<file path="config.mk">
export PLATFORM = sky130hd
export DESIGN_NAME = piso_tx
export DESIGN_NICKNAME = d
export VERILOG_FILES = /design/src/rtl/piso_tx.sv
export SDC_FILE = /design/constraint.sdc
export NUM_CORES = 1
export LEC_CHECK = 0
export CAP_MARGIN = 20
export CORE_AREA = 2 2 39 41
export CTS_BUF_LIST = sky130_fd_sc_hd__clkbuf_4
export DETAILED_ROUTE_END_ITERATION = 8
export DIE_AREA = 0 0 41 43
export DONT_BUFFER_PORTS = 1
export SYNTH_ARGS = -nofsm -noshare
export SYNTH_HDL_FRONTEND = slang
export SYNTH_SLANG_ARGS = --single-unit
</file>
<file path="constraint.sdc">
create_clock -name clk -period 1.3 [get_ports clk]
set_input_delay 0.26 -clock clk [delete_from_list [all_inputs] [get_ports clk]]
set_output_delay 0.26 -clock clk [all_outputs]
set_load 0.1 [all_outputs]
</file>
<file path="src/rtl/piso_tx.sv">
// piso_tx: parallel-in, serial-out transmitter with frame and last-bit strobes.
//
// Accepts a DW-bit word over a valid/ready handshake and shifts it out one bit
// per clock on o_data, with o_frame high on every frame bit and o_last on the
// final bit. Optional even parity bit appended when PISO_TX_PARITY_EN is defined.
//
// Parameters:
//   DW        data word width in bits (2..32)
//   MSB_FIRST 1: bit DW-1 is sent first, 0: bit 0 is sent first
//
// Ports:
//   clk      system clock, rising edge
//   i_rst    synchronous active-high reset
//   i_valid  word available on i_data
//   i_data   parallel word, sampled only on the accept edge
//   o_ready  transmitter can accept a word this cycle (combinational)
//   o_data   serial bit (registered)
//   o_frame  high while o_data carries a frame bit (registered)
//   o_last   high on the final bit of a frame (registered)
//
// Build option: PISO_TX_PARITY_EN adds the PAR state and a trailing even
// parity bit; the frame becomes DW+1 bits with o_last on the parity bit.

module piso_tx #(
    parameter int DW        = 8,
    parameter bit MSB_FIRST = 1'b1
) (
    input  logic          clk,
    input  logic          i_rst,
    input  logic          i_valid,
    input  logic [DW-1:0] i_data,
    output logic          o_ready,
    output logic          o_data,
    output logic          o_frame,
    output logic          o_last
);

    localparam int            CW   = $clog2(DW);
    localparam logic [CW-1:0] LAST = CW'(DW - 1);

`ifdef PISO_TX_PARITY_EN
    typedef enum logic [1:0] {
        IDLE  = 2'd0,
        SHIFT = 2'd1,
        PAR   = 2'd2
    } state_t;
`else
    typedef enum logic [0:0] {
        IDLE  = 1'b0,
        SHIFT = 1'b1
    } state_t;
`endif

    state_t        state_q, state_d;
    logic [CW-1:0] cnt_q, cnt_d;
    logic [DW-1:0] sh_q, sh_d;
    logic          data_q, data_d;
    logic          frame_q, frame_d;
    logic          last_q, last_d;
    logic          ready;
    logic          load;
`ifdef PISO_TX_PARITY_EN
    logic          par_q, par_d;
`endif

    // Bit currently at the head of the shift register, in transmit order.
    function automatic logic head(input logic [DW-1:0] w);
        if (MSB_FIRST) begin
            head = w[DW-1];
        end else begin
            head = w[0];
        end
    endfunction

    // Shift register advanced by one bit toward the head.
    function automatic logic [DW-1:0] adv(input logic [DW-1:0] w);
        if (MSB_FIRST) begin
            adv = {w[DW-2:0], 1'b0};
        end else begin
            adv = {1'b0, w[DW-1:1]};
        end
    endfunction

    // Next-state, handshake and next-output logic.
    always_comb begin
        state_d = state_q;
        cnt_d   = cnt_q;
        sh_d    = sh_q;
        ready   = 1'b0;
        load    = 1'b0;
        data_d  = 1'b0;
        frame_d = 1'b0;
        last_d  = 1'b0;
`ifdef PISO_TX_PARITY_EN
        par_d   = par_q;
`endif

        unique case (state_q)
            IDLE: begin
                ready = 1'b1;
            end
            SHIFT: begin
`ifdef PISO_TX_PARITY_EN
                // Running parity includes the bit on the line this cycle.
                par_d = par_q ^ head(sh_q);
`endif
                if (cnt_q == LAST) begin
`ifdef PISO_TX_PARITY_EN
                    state_d = PAR;
`else
                    ready   = 1'b1;
                    state_d = IDLE;
`endif
                end else begin
                    cnt_d = cnt_q + CW'(1);
                    sh_d  = adv(sh_q);
                end
            end
`ifdef PISO_TX_PARITY_EN
            PAR: begin
                ready   = 1'b1;
                state_d = IDLE;
            end
`endif
            default: begin
                state_d = IDLE;
            end
        endcase

        // A word accepted on the final frame cycle starts the next frame
        // immediately, so back-to-back frames have no gap.
        load = i_valid && ready;
        if (load) begin
            state_d = SHIFT;
            cnt_d   = '0;
            sh_d    = i_data;
`ifdef PISO_TX_PARITY_EN
            par_d   = 1'b0;
`endif
        end

        // Outputs are registered: compute what the line shows next cycle.
        if (state_d == SHIFT) begin
            data_d  = head(sh_d);
            frame_d = 1'b1;
`ifndef PISO_TX_PARITY_EN
            last_d  = (cnt_d == LAST);
`endif
        end
`ifdef PISO_TX_PARITY_EN
        if (state_d == PAR) begin
            data_d  = par_d;
            frame_d = 1'b1;
            last_d  = 1'b1;
        end
`endif
    end

    always_ff @(posedge clk) begin
        if (i_rst) begin
            state_q <= IDLE;
            cnt_q   <= '0;
            sh_q    <= '0;
            data_q  <= 1'b0;
            frame_q <= 1'b0;
            last_q  <= 1'b0;
`ifdef PISO_TX_PARITY_EN
            par_q   <= 1'b0;
`endif
        end else begin
            state_q <= state_d;
            cnt_q   <= cnt_d;
            sh_q    <= sh_d;
            data_q  <= data_d;
            frame_q <= frame_d;
            last_q  <= last_d;
`ifdef PISO_TX_PARITY_EN
            par_q   <= par_d;
`endif
        end
    end

    assign o_ready = ready;
    assign o_data  = data_q;
    assign o_frame = frame_q;
    assign o_last  = last_q;

endmodule
</file>
* Word level (Yosys, flattened, before mapping)
Index checks and enable logic that the tools add are counted.
** Storage, ports and cells
- Output and inout bits :: 4
- Bits in registers :: 15
** Cells by class
- Mux-type cells :: 12
- $add $sub $neg :: 1
- Reduce and logical (&&, ||, !) cells :: 4
- Bitwise gates (word level) :: 2
- Equality and inequality tests :: 3
** Operator list (number)
- 8-bit two-way mux :: 3
- 3-bit two-way mux :: 3
- 3-bit == test, second input constant :: 2
- 1-bit two-way mux :: 5
- 3-bit by 1-bit adder with 3-bit output, second input constant :: 1
- 2-bit inequality test, second input constant :: 1
- 1-bit inverter :: 2
- 1-bit case mux with 2 select lines :: 1
- 2-bit AND reduction :: 1
- 2-bit nonzero test :: 1
- 2-bit OR reduction :: 1
- 1-bit logical AND :: 1

* Logic depth before layout (Yosys ltp)
- Word-level depth :: 7
- Depth in mapped cells :: 6
- Depth with buffers taken out :: 5

* Least setup slack after synthesis
No wires, ideal clock.
- Path kind :: flip-flop to flip-flop
- Start point :: reg state_q
- End point :: reg cnt_q[1]
- Path slack :: -554 ps
- Buffers on the path :: 1
- Stages on the path, launching flop included :: 6
- Data arrival time :: 1731 ps
- Library setup time :: 123 ps
- Cells stage by stage :: dfxtp_1 a21boi_4 inv_4 buf_12 nand3b_1 a21oi_1
** On the way
- Word-level cells in the longest chain between the ends :: 4
** RTL lines
- from (decl) :: line 54 : state_t state_q, state_d;
- from (signal assigned) :: line 171 : state_q <= state_d;
- 1-bit inverter :: line 98 : unique case (state_q)
- 1-bit case mux with 2 select lines (*) :: line 98
- via o_ready :: line 32 : output logic o_ready,
- 1-bit logical AND (*) :: line 132 : load = i_valid && ready;
- 3-bit two-way mux (*) :: line 133 : if (load) begin
- to (signal assigned) :: line 172 : cnt_q <= cnt_d;
- to (decl) :: line 55 : logic [CW-1:0] cnt_q, cnt_d;
The timed path passes the listed nets; every way through them passes the cells marked *.
A chain may end at the register's enable or synchronous reset.

* Final worst setup path
- Start point :: reg cnt_q[1]
- End point :: out o_ready
** On the way
- Word-level cells in the longest chain between the ends :: 3
** RTL lines
- 3-bit == test :: line 107 : if (cnt_q == LAST) begin
- 1-bit two-way mux :: line 107
- 1-bit case mux with 2 select lines :: line 98
- to (decl) :: line 32
Every way passes these cells.

==> metrics.md <==
| Metric | Value |
|---|---|
| Fillcell total | 127 |
| Dominant cell type by area after synthesis | dfxtp_1 |
| Maximum fanout encountered on the critical timing path | 2 |
| Number of distinct standard cells referenced by the synthesized netlist | 20 |
| Synthesized area | 609.3 um^2 |
| Wire length of the first global-routing pass | 1669 um |
| Fraction of layout instances using a drive strength above 1 | 40.91% |
| Final cycle utilization of the critical path | 109.7% |
| Die height | 43 um |
| Initial Utilization | 44.03% |
| Total congestion overflow | 0 |
| Worst setup slack after placement | 0.02851 ns |
| Synth warnings | 0 |
| Result of the run | finished with violations |
| Instance count of the mapped netlist | 56 |
| Failing checks | setup timing |
| Final weighted congestion in routability-driven placement | 0.7770 |
| Number of DRC markers after the initial detailed-route iteration | 7 |
| Number of global-route vias before repair | 418 |
| # nets final | ~80 |
| Top achievable clock speed | 701.4 MHz |
| Most frequent cells after synthesis | 13 x dfxtp_1, 9 x nor2_1, 7 x mux2i_1, 6 x a211oi_2, 3 x a21oi_1 |
| Count of state elements after synthesis | 13 |
| Final-report hold violation count | 0 |
| Clk_lat worst skew | 0.27 ns |
| Largest net degree at the start of global routing | 15 |
| ANT nets after route | 0 |
| Number of buffers added by the clock tree synthesis step | 3 |
| Number of H-tree levels | 1 |
| Number of I/O port buffers | 0 |
| Arrival time worst endpoint | ~1.2 ns |
| Final setup fails | 3 |
| Power density normalized to cell area | 1191 nW/um^2 |
| Maximum vdd ir drop | 0.0006712 V |
| Critical path type | reg -> out |
| Setup Skew | 0.0009283 ns |
| Routed len/inst | 13.45 um |
| Hold Crit Class | in -> reg |
| Post-synth net total | just under 70 |
| Leading post-synthesis cells by cell area | dfxtp_1 43%, a211oi_2 12%, mux2i_1 11% |
| Core region area | 1384 um^2 |
| Drt first pass iters | 5 |
| DP HPWL | 762.6 um |
| Endpoint required time on the critical path | 1.04 ns |
| Most common flop cell mapped by yosys | dfxtp_1 |
| Initial antenna violation count | 0 |
| Average cell area after synthesis | 10.88 um^2 |
| Max-Cap Viols | 0 |
| Critical path launch point type | flip-flop |
| Via density per instance | 5.110 |
| Pin slew with the least headroom to its limit | approximately 0.29 ns |
| Fraction of registers with async set or reset after synthesis | 0% |
| Area Growth Syn to Fin | 19.51% |
| Number of remaining DRC errors | 0 |
| Buffers from clock root to sink, at most | 2 |
| Clock tree from TritonCTS | built |
| Final worst hold slack | 0.04106 ns |
| DIE AREA | 1763 um^2 |
| Type of element capturing the critical path | output port |
| Diode count | 0 |
| Sequential-to-total area share from yosys stat | 42.71% |
| Row cnt | 14 |
| # hold bufs at CTS | 0 |
| Number of enable-type register cells in the synthesized netlist | 0 |
| Overall via count from detail_route | 419 |
| CTS sink cnt | 13 |
| Fin. max-slew vios | 0 |
| Die Width | slightly above 40 um |
| Total GRT Usage | 14.08% |
| Post-route setup slack | -0.1257 ns |
| Root Driver | clkbuf_4 |
| Most repeated cell in the gate-level netlist after synthesis | dfxtp_1 |
| Max-Slew Margin vs Limit | 80.84% |
| Clock period minus worst slack | 1.426 ns |
| Setup repair after global routing missed its margin | true |
| Worst-path clk slew | 0.08 ns |
| Share of the synthesized area in the top cell type | 42.71% |
| Leakage power | 0.0002961 uW |
| Pwr Total | 867.1 uW |
| Count of pins on the block boundary | 15 |
| Routed wire length | roughly 1100 um |
## worst max-delay path, stage by stage, from the launching register on
cell and delay [ns]:
dfxtp_2 0.34, ha_4 0.16, a21boi_4 0.18, inv_6 0.05, buf_12 0.16
## cell usage in the layout (no fill, tap or decap), types with 2 or more instances in the layout
cell | Yosys | routed
nor2_1 | 9 | 9
nand3b_1 | 2 | 2
dfxtp_1 | 13 | 10
mux2i_1 | 7 | 7
nand2_1 | 2 | 2
nand2b_1 | 2 | 2
a211oi_2 | 6 | 6
clkbuf_4 | 0 | 4
buf_4 | 1 | 8
a21oi_1 | 3 | 3
dfxtp_2 | 0 | 2
## where the power goes
group          leakage, uW  internal, uW  total, uW  switching, uW
clock network    0.0000184           140        269            129
registers         0.000108           423        438           14.6
logic             0.000169          67.2        161           93.6
total             0.000296           630        867            237
## timing repair
action,4_1_cts,5_1_grt
setup endpoints to repair,1,5
gates resized for setup,5,0
pin swaps,1,1
setup buffers,2,0
## routing by layer
layer	track usage, %	up-vias	share of wire [%]	wire length [um]
met5	0	-	0	0
met4	6.000	0	0	0
met3	3.141	0	5.0	55
met2	21.88	12	48	524
met1	17.88	191	47	523
li1	-	216	-	-
## stage by stage
stage / setup TNS, ns / instances / cell area [um^2] / utilization [%]
2_1_floorplan: -0.2940 / 56 / 613.1 / -
3_3_place_gp: 0 / 76 / 665.6 / 48.10
3_5_place_dp: 0 / 76 / 665.6 / 48.10
4_1_cts: -0.2629 / 82 / 728.2 / 52.62
5_1_grt: -0.3372 / 82 / 728.2 / 52.62
6_report: -0.1638 / 82 / 728.2 / 52.62
## layout make-up
cell class	count	area, um^2	share of cell area [%]
multi-input cells	38	319.1	43.81
clock buffers	4	30.03	4.124
inverters	2	12.51	1.718
well taps	16	20.02	2.749
flip-flops and latches	13	266.5	36.60
repair buffers	9	80.08	11.00
## flip-flops by register name (all words and copies together), names as in the netlist
signal   flops
o_data       1
cnt_q        3
sh_q         7
o_last       1
state_q      1
## final timing paths
path	startpoint	endpoint	slack, ns	cells after the start
setup / recovery	cnt_q[1]$_SDFF_PP0_	o_ready	-0.13	4
setup reg to reg	cnt_q[1]$_SDFF_PP0_	cnt_q[0]$_SDFF_PP0_	-0.02	7
hold / removal	i_rst	sh_q[2]$_SDFFE_PP0P_	0.04	1
hold reg to reg	sh_q[6]$_SDFFE_PP0P_	o_data$_SDFF_PP0_	0.45	2
## cell families after synthesis
family | synth area share [%]
DFF | 42.71
buffers and inverters | 6.981
muxes | 11.50
and+or+nand+nor | 14.78
adders and majority gates | 2.053
xor gates and xnor gates | 1.438
AOI/OAI and AO/OA | 20.53
(Power assumes the default switching activity.)
